### src/rtl/pat_pkg.sv
// Shared definitions for the multi-channel serial pattern detector.
// Holds the parameter defaults, the length-field width derivation and the
// helper that locates a channel's slice inside a packed per-channel bus.
package pat_pkg;

  localparam int unsigned MAXLEN_DEF  = 8;
  localparam int unsigned NUM_PAT_DEF = 2;
  localparam int unsigned CW_DEF      = 8;

  // Width of a length field able to hold 0..maxlen.
  function automatic int unsigned lw_of(input int unsigned maxlen);
    return $clog2(maxlen + 1);
  endfunction

  // Low bit index of channel k in a bus of w-bit channel fields.
  function automatic int unsigned slice_lo(input int unsigned k, input int unsigned w);
    return k * w;
  endfunction

endpackage

### src/rtl/pat_chan.sv
// One pattern channel: shadow seq/len/en, fill counter, masked compare
// against the post-shift history, and the registered match pulse.
// Ports:
//   clk, reset      clock, async active-low reset
//   clr, cfg_load   synchronous clear / shadow capture strobes
//   in_valid        a serial bit is accepted at this edge
//   overlap         shadow overlap mode (held at top level)
//   cfg_seq/len/en  this channel's configuration inputs
//   hist_nxt        history as it will be after shifting in the current bit
//   hit             combinational: this edge completes a match
//   out             registered one-cycle match pulse
module pat_chan
  import pat_pkg::*;
#(
  parameter int unsigned MAXLEN = MAXLEN_DEF,
  parameter int unsigned LW     = lw_of(MAXLEN_DEF)
) (
  input  logic              clk,
  input  logic              reset,
  input  logic              clr,
  input  logic              cfg_load,
  input  logic              in_valid,
  input  logic              overlap,
  input  logic [MAXLEN-1:0] cfg_seq,
  input  logic [LW-1:0]     cfg_len,
  input  logic              cfg_en,
  input  logic [MAXLEN-1:0] hist_nxt,
  output logic              hit,
  output logic              out
);

  typedef logic [LW-1:0] lw_t;
  typedef logic [LW:0]   ext_t;

  localparam ext_t MAXL = MAXLEN[LW:0];

  logic [MAXLEN-1:0] seq;
  logic [MAXLEN-1:0] mask;
  lw_t               len;
  lw_t               fill;
  logic              en;
  logic              len_ok;
  logic              fill_ok;
  logic              match;

  always_comb begin
    mask    = ~({MAXLEN{1'b1}} << len);
    len_ok  = (len > lw_t'(1)) && (ext_t'(len) <= MAXL);
    fill_ok = (ext_t'(fill) + ext_t'(1)) >= ext_t'(len);
    match   = en && len_ok && fill_ok && (((hist_nxt ^ seq) & mask) == '0);
    // A bit arriving with cfg_load or clr never completes a match.
    hit     = in_valid && !clr && !cfg_load && match;
  end

  always_ff @(posedge clk or negedge reset) begin
    if (!reset) begin
      seq <= '0;
      len <= '0;
      en  <= 1'b0;
    end else if (cfg_load) begin
      seq <= cfg_seq;
      len <= cfg_len;
      en  <= cfg_en;
    end
  end

  always_ff @(posedge clk or negedge reset) begin
    if (!reset) begin
      fill <= '0;
    end else if (clr || cfg_load) begin
      fill <= '0;
    end else if (in_valid) begin
      if (match && !overlap) begin
        fill <= '0;
      end else if (ext_t'(fill) < MAXL) begin
        fill <= fill + lw_t'(1);
      end
    end
  end

  always_ff @(posedge clk or negedge reset) begin
    if (!reset) begin
      out <= 1'b0;
    end else begin
      out <= hit;
    end
  end

endmodule

### src/rtl/pat_multi.sv
// Multi-channel serial pattern detector. A shared MAXLEN-bit history is
// compared each accepted bit against NUM_PAT independently configured
// patterns; each channel pulses out[k] one cycle after a completing bit.
// Ports:
//   clk, reset            clock, async active-low reset
//   in_valid, in          serial bit strobe and data
//   clr                   synchronous clear of history, fills and hit count
//   cfg_load              capture cfg_seq/cfg_len/cfg_en/cfg_overlap
//   cfg_seq, cfg_len,
//   cfg_en, cfg_overlap   configuration inputs (channel k at slice k)
//   out                   per-channel match pulse
//   any_out               OR of out
//   hit_cnt               saturating count of cycles with any_out high
module pat_multi
  import pat_pkg::*;
#(
  parameter  int unsigned MAXLEN  = MAXLEN_DEF,
  parameter  int unsigned NUM_PAT = NUM_PAT_DEF,
  parameter  int unsigned CW      = CW_DEF,
  localparam int unsigned LW      = lw_of(MAXLEN)
) (
  input  logic                      clk,
  input  logic                      reset,
  input  logic                      in_valid,
  input  logic                      in,
  input  logic                      clr,
  input  logic                      cfg_load,
  input  logic [NUM_PAT*MAXLEN-1:0] cfg_seq,
  input  logic [NUM_PAT*LW-1:0]     cfg_len,
  input  logic [NUM_PAT-1:0]        cfg_en,
  input  logic                      cfg_overlap,
  output logic [NUM_PAT-1:0]        out,
  output logic                      any_out,
  output logic [CW-1:0]             hit_cnt
);

  typedef logic [CW-1:0] cnt_t;

  logic [MAXLEN-1:0]  hist;
  logic [MAXLEN-1:0]  hist_nxt;
  logic               overlap;
  logic [NUM_PAT-1:0] hit;

  assign hist_nxt = {hist[MAXLEN-2:0], in};
  assign any_out  = |out;

  always_ff @(posedge clk or negedge reset) begin
    if (!reset) begin
      hist <= '0;
    end else if (clr) begin
      hist <= '0;
    end else if (in_valid) begin
      hist <= hist_nxt;
    end
  end

  always_ff @(posedge clk or negedge reset) begin
    if (!reset) begin
      overlap <= 1'b0;
    end else if (cfg_load) begin
      overlap <= cfg_overlap;
    end
  end

  always_ff @(posedge clk or negedge reset) begin
    if (!reset) begin
      hit_cnt <= '0;
    end else if (clr) begin
      hit_cnt <= '0;
    end else if ((|hit) && (hit_cnt != '1)) begin
      hit_cnt <= hit_cnt + cnt_t'(1);
    end
  end

  for (genvar k = 0; k < NUM_PAT; k++) begin : g_chan
    pat_chan #(
      .MAXLEN (MAXLEN),
      .LW     (LW)
    ) u_chan (
      .clk      (clk),
      .reset    (reset),
      .clr      (clr),
      .cfg_load (cfg_load),
      .in_valid (in_valid),
      .overlap  (overlap),
      .cfg_seq  (cfg_seq[slice_lo(k, MAXLEN) +: MAXLEN]),
      .cfg_len  (cfg_len[slice_lo(k, LW) +: LW]),
      .cfg_en   (cfg_en[k]),
      .hist_nxt (hist_nxt),
      .hit      (hit[k]),
      .out      (out[k])
    );
  end

endmodule

### config.mk
export PLATFORM = sky130hd
export DESIGN_NAME = pat_multi
export DESIGN_NICKNAME = d
export VERILOG_FILES = /design/src/rtl/pat_pkg.sv /design/src/rtl/pat_chan.sv /design/src/rtl/pat_multi.sv
export SDC_FILE = /design/constraint.sdc
export NUM_CORES = 1
export LEC_CHECK = 0
export CORE_ASPECT_RATIO = 1.5
export CORE_UTILIZATION = 48
export DETAILED_ROUTE_END_ITERATION = 6
export MAX_ROUTING_LAYER = met4
export PLACE_DENSITY = 0.75
export SETUP_SLACK_MARGIN = 0.02
export SYNTH_ARGS = -nofsm -noshare
export SYNTH_HDL_FRONTEND = slang
export SYNTH_SLANG_ARGS = --single-unit
### constraint.sdc
create_clock -name clk -period 2.5 [get_ports clk]
set_clock_uncertainty 0.15 [all_clocks]
set_input_delay 0.25 -clock clk [delete_from_list [all_inputs] [get_ports clk]]
set_output_delay 0.25 -clock clk [all_outputs]
set_load 0.02 [all_outputs]
==> impl_metrics.json <==
{
  "fin_crit_ns": 2.374,
  "total_power_mw": 1.776,
  "port_buffers": 43,
  "yosysTopAreaCellShare_pct": 46.78,
  "max_stage_delay_ns": 0.45,
  "initial_core_util_pct": 50.27,
  "fin_setup_tns_ns": 0,
  "core_area_mm2": 0.005533,
  "wl_mm": 5.547,
  "drv_slew": 0,
  "synth_fp_nets": 299,
  "dieWidth_um": 64.16,
  "hold_viol": 0,
  "area_growth_pct": 27.26,
  "worst-r2r-cell-count": 9,
  "yosys.cell_types.count": 48,
  "root_buffer": "clkbuf_8",
  "required_ns": 2.55,
  "drive_above_1_share_pct": 20.06,
  "drc": 0,
  "critPathKind": "reg -> reg",
  "fmax_ghz": 0.4213,
  "outcome": "finished, final reports clean",
  "whs_ns": 0.3443,
  "ir_drop_mv": 0.3776,
  "cts_tree": "built",
  "critPathLaunchType": "register",
  "die_area_mm2": 0.006109,
  "endpoint": "hit_cnt[6]",
  "max_cap_violations": 0,
  "drt_first_pass_iters": 4,
  "r2r-end": "hit_cnt[6]",
  "io_pins": 44,
  "grt_pass1_wl_mm": 9.432,
  "met3_usage_pct": 2.871,
  "asyncSetResetFlopFracSynth_pct": 100.0,
  "gp_congestion": 0.8456,
  "synthFlopType": "dfrtp_1",
  "dpl.hpwl_mm": 4.139,
  "cts_buffers": 5,
  "grt_max_degree": 35,
  "seq_area_frac_synth_pct": 46.78,
  "antenna_left": 0,
  "clockBufferDepth": 2,
  "holdPathStages": 3,
  "grtUsageMet2_pct": 36.61,
  "period_share_pct": 94.95,
  "synthCells": 255,
  "r2r_slack_ns": 0.13,
  "antenna_cells": 0,
  "overflow": 0,
  "setup_viol": 0,
  "ys_seq_elements": 52,
  "routed_via_density": 5.406,
  "drt-initial-drc-count": 61,
  "clock_sinks": 52,
  "avgSynthCellArea_um2": 10.91,
  "arrival_ns": 2.43,
  "clock_latency_ns": 0.31,
  "timing.rr.start": "g_chan[1].u_chan.fill[1]",
  "synthTopCellsByArea": "dfrtp_1 47%, mux2_2 8.5%, xnor2_1 6.0%, ha_1 4.9%, mux2i_1 3.6%",
  "grt_usage_pct": 20.59,
  "die_h_um": 95.23,
  "met1_usage_pct": 24.11,
  "synth-edff-count": 0,
  "wl_per_cell_um": 14.45,
  "antenna_found_initial": 0,
  "vias": 2076,
  "h-tree-depth": 2,
  "netlist_area_mm2": 0.002781,
  "grt_pass1_vias": 2015,
  "std_cell_rows": 33,
  "top_usage_layer": "met2",
  "ys_warn_count": 0,
  "startpoint": "g_chan[1].u_chan.fill[1]",
  "synth_top_area_cell": "dfrtp_1",
  "p_leak_nw": 1.508,
  "slew_headroom_pct": 51.53,
  "crit_fanout": 6,
  "crit_chain": "ha_4 > xor2_1 > ha_1 > o21ai_1 > o21ai_2 > nand4_4 > a21boi_4 > nand3_2 > mux2_4",
  "nNetsFinal": 357,
  "crit_slowest_cell": "dfrtp_2",
  "worstMarginPinSlew_ns": 0.7271,
  "end_kind": "register",
  "powerDensity_mw_per_mm2": 501.8,
  "rsz0062_at_grt": "no",
  "min_path_type": "in -> reg",
  "clk_pin_slew_ns": 0.10
}
==> worst min path at each step <==
stage / startpoint / end
floorplan: reset / g_chan[0].u_chan.en
global placement: reset / g_chan[0].u_chan.seq[0]
detailed placement: reset / g_chan[0].u_chan.seq[0]
CTS: cfg_len[7] / g_chan[1].u_chan.len[3]
global route: cfg_len[7] / g_chan[1].u_chan.len[3]
finish: cfg_len[7] / g_chan[1].u_chan.len[3]
==> critical path: cells and delay by family (launching register included) <==
family | cells | cell delay (ns)
fa+ha+maj | 2 | 0.47
compound gates | 3 | 0.46
flops | 1 | 0.45
mux | 1 | 0.30
simple gates | 2 | 0.27
xor+xnor | 1 | 0.16
==> cell families after synthesis <==
group	count (synthesis)	share of synthesized area [%]
AO/OA/AOI/OAI	48	12.33
multiplexers	32	12.64
flip-flops	52	46.78
AND/OR/NAND/NOR	70	13.05
buffers and inverters	18	2.699
adder cells (fa/ha/maj)	11	4.948
XOR/XNOR	24	7.557
==> cells in the final DEF, fill, tap and decap left out, drive strengths merged, types with 2 or more instances in the layout <==
cell type and n:
dfrtp 52, clkdlybuf4s50 42, nor2 25, mux2 22
xnor2 19, buf 18, o21ai 17, nand2 12
ha 11, mux2i 10, inv 8, a21oi 8
nand2b 6, clkbuf 6, xor2 5, nand3 5
nor2b 4, a211oi 4, nand4 4, nor3 3
a41oi 3, nand3b 3, a31oi 2, a32o 2
and2 2
==> state kept, by name, indices dropped and copies added (netlist names) <==
signal	cells
g_chan.u_chan.seq	16
g_chan.u_chan.fill	8
g_chan.u_chan.len	8
hit_cnt	8
hist	7
g_chan.u_chan.en	2
g_chan.u_chan.out	2
overlap	1
==> report_power, final <==
part	internal (mW)	leakage, nW	switching [mW]
Combinational	0.153	0.789	0.122
Sequential	0.887	0.664	0.0461
Clock	0.297	0.0552	0.270
==> per-layer routing <==
layer  vias up  share of wire, %
li1       1015                 -
met1      1007                40
met2        47                56
met3         7               2.8
met4         0               1.2
met5         -                 0
==> metrics by stage <==
step                worst slack, ns  utilization, %  instance area, µm²  std cells
detailed placement      -0.00009792           60.22                3332        369
CTS                         0.02447           62.48                3457        379
global route                0.01741           63.98                3540        384
floorplan                   0.05038               -                2781        255
global placement            0.07505           60.22                3332        369
finish                       0.1263           63.98                3540        384
==> cells in the mapped netlist, drive strengths merged, types with 6 or more instances <==
master	number
dfrtp	52
nor2	25
mux2	22
xnor2	19
o21ai	17
nand2	12
ha	11
mux2i	10
a21oi	8
inv	8
nand2b	6
==> cell type report <==
| class | instances | area, µm² |
|---|---|---|
| Fill cell | 474 | 1993 |
| Multi-Input combinational cell | 185 | 1438 |
| Sequential cell | 52 | 1303 |
| Timing Repair Buffer | 61 | 574.3 |
| Tap cell | 70 | 87.58 |
| Clock buffer | 6 | 72.57 |
| Clock inverter | 2 | 35.03 |
| Inverter | 8 | 30.03 |
==> what timing repair did <==
| action | 4_1_cts | 5_1_grt |
|---|---|---|
| hold buffers | 1 | 0 |
| endpoints found under the hold margin | 32 | 0 |
| setup endpoints to repair | 2 | 11 |
| setup buffers | 1 | 5 |
| pin swaps | 1 | 7 |
| gates resized for setup | 0 | 13 |
| cloned | 0 | 0 |
No activity file was read; power rests on OpenSTA's default activity.
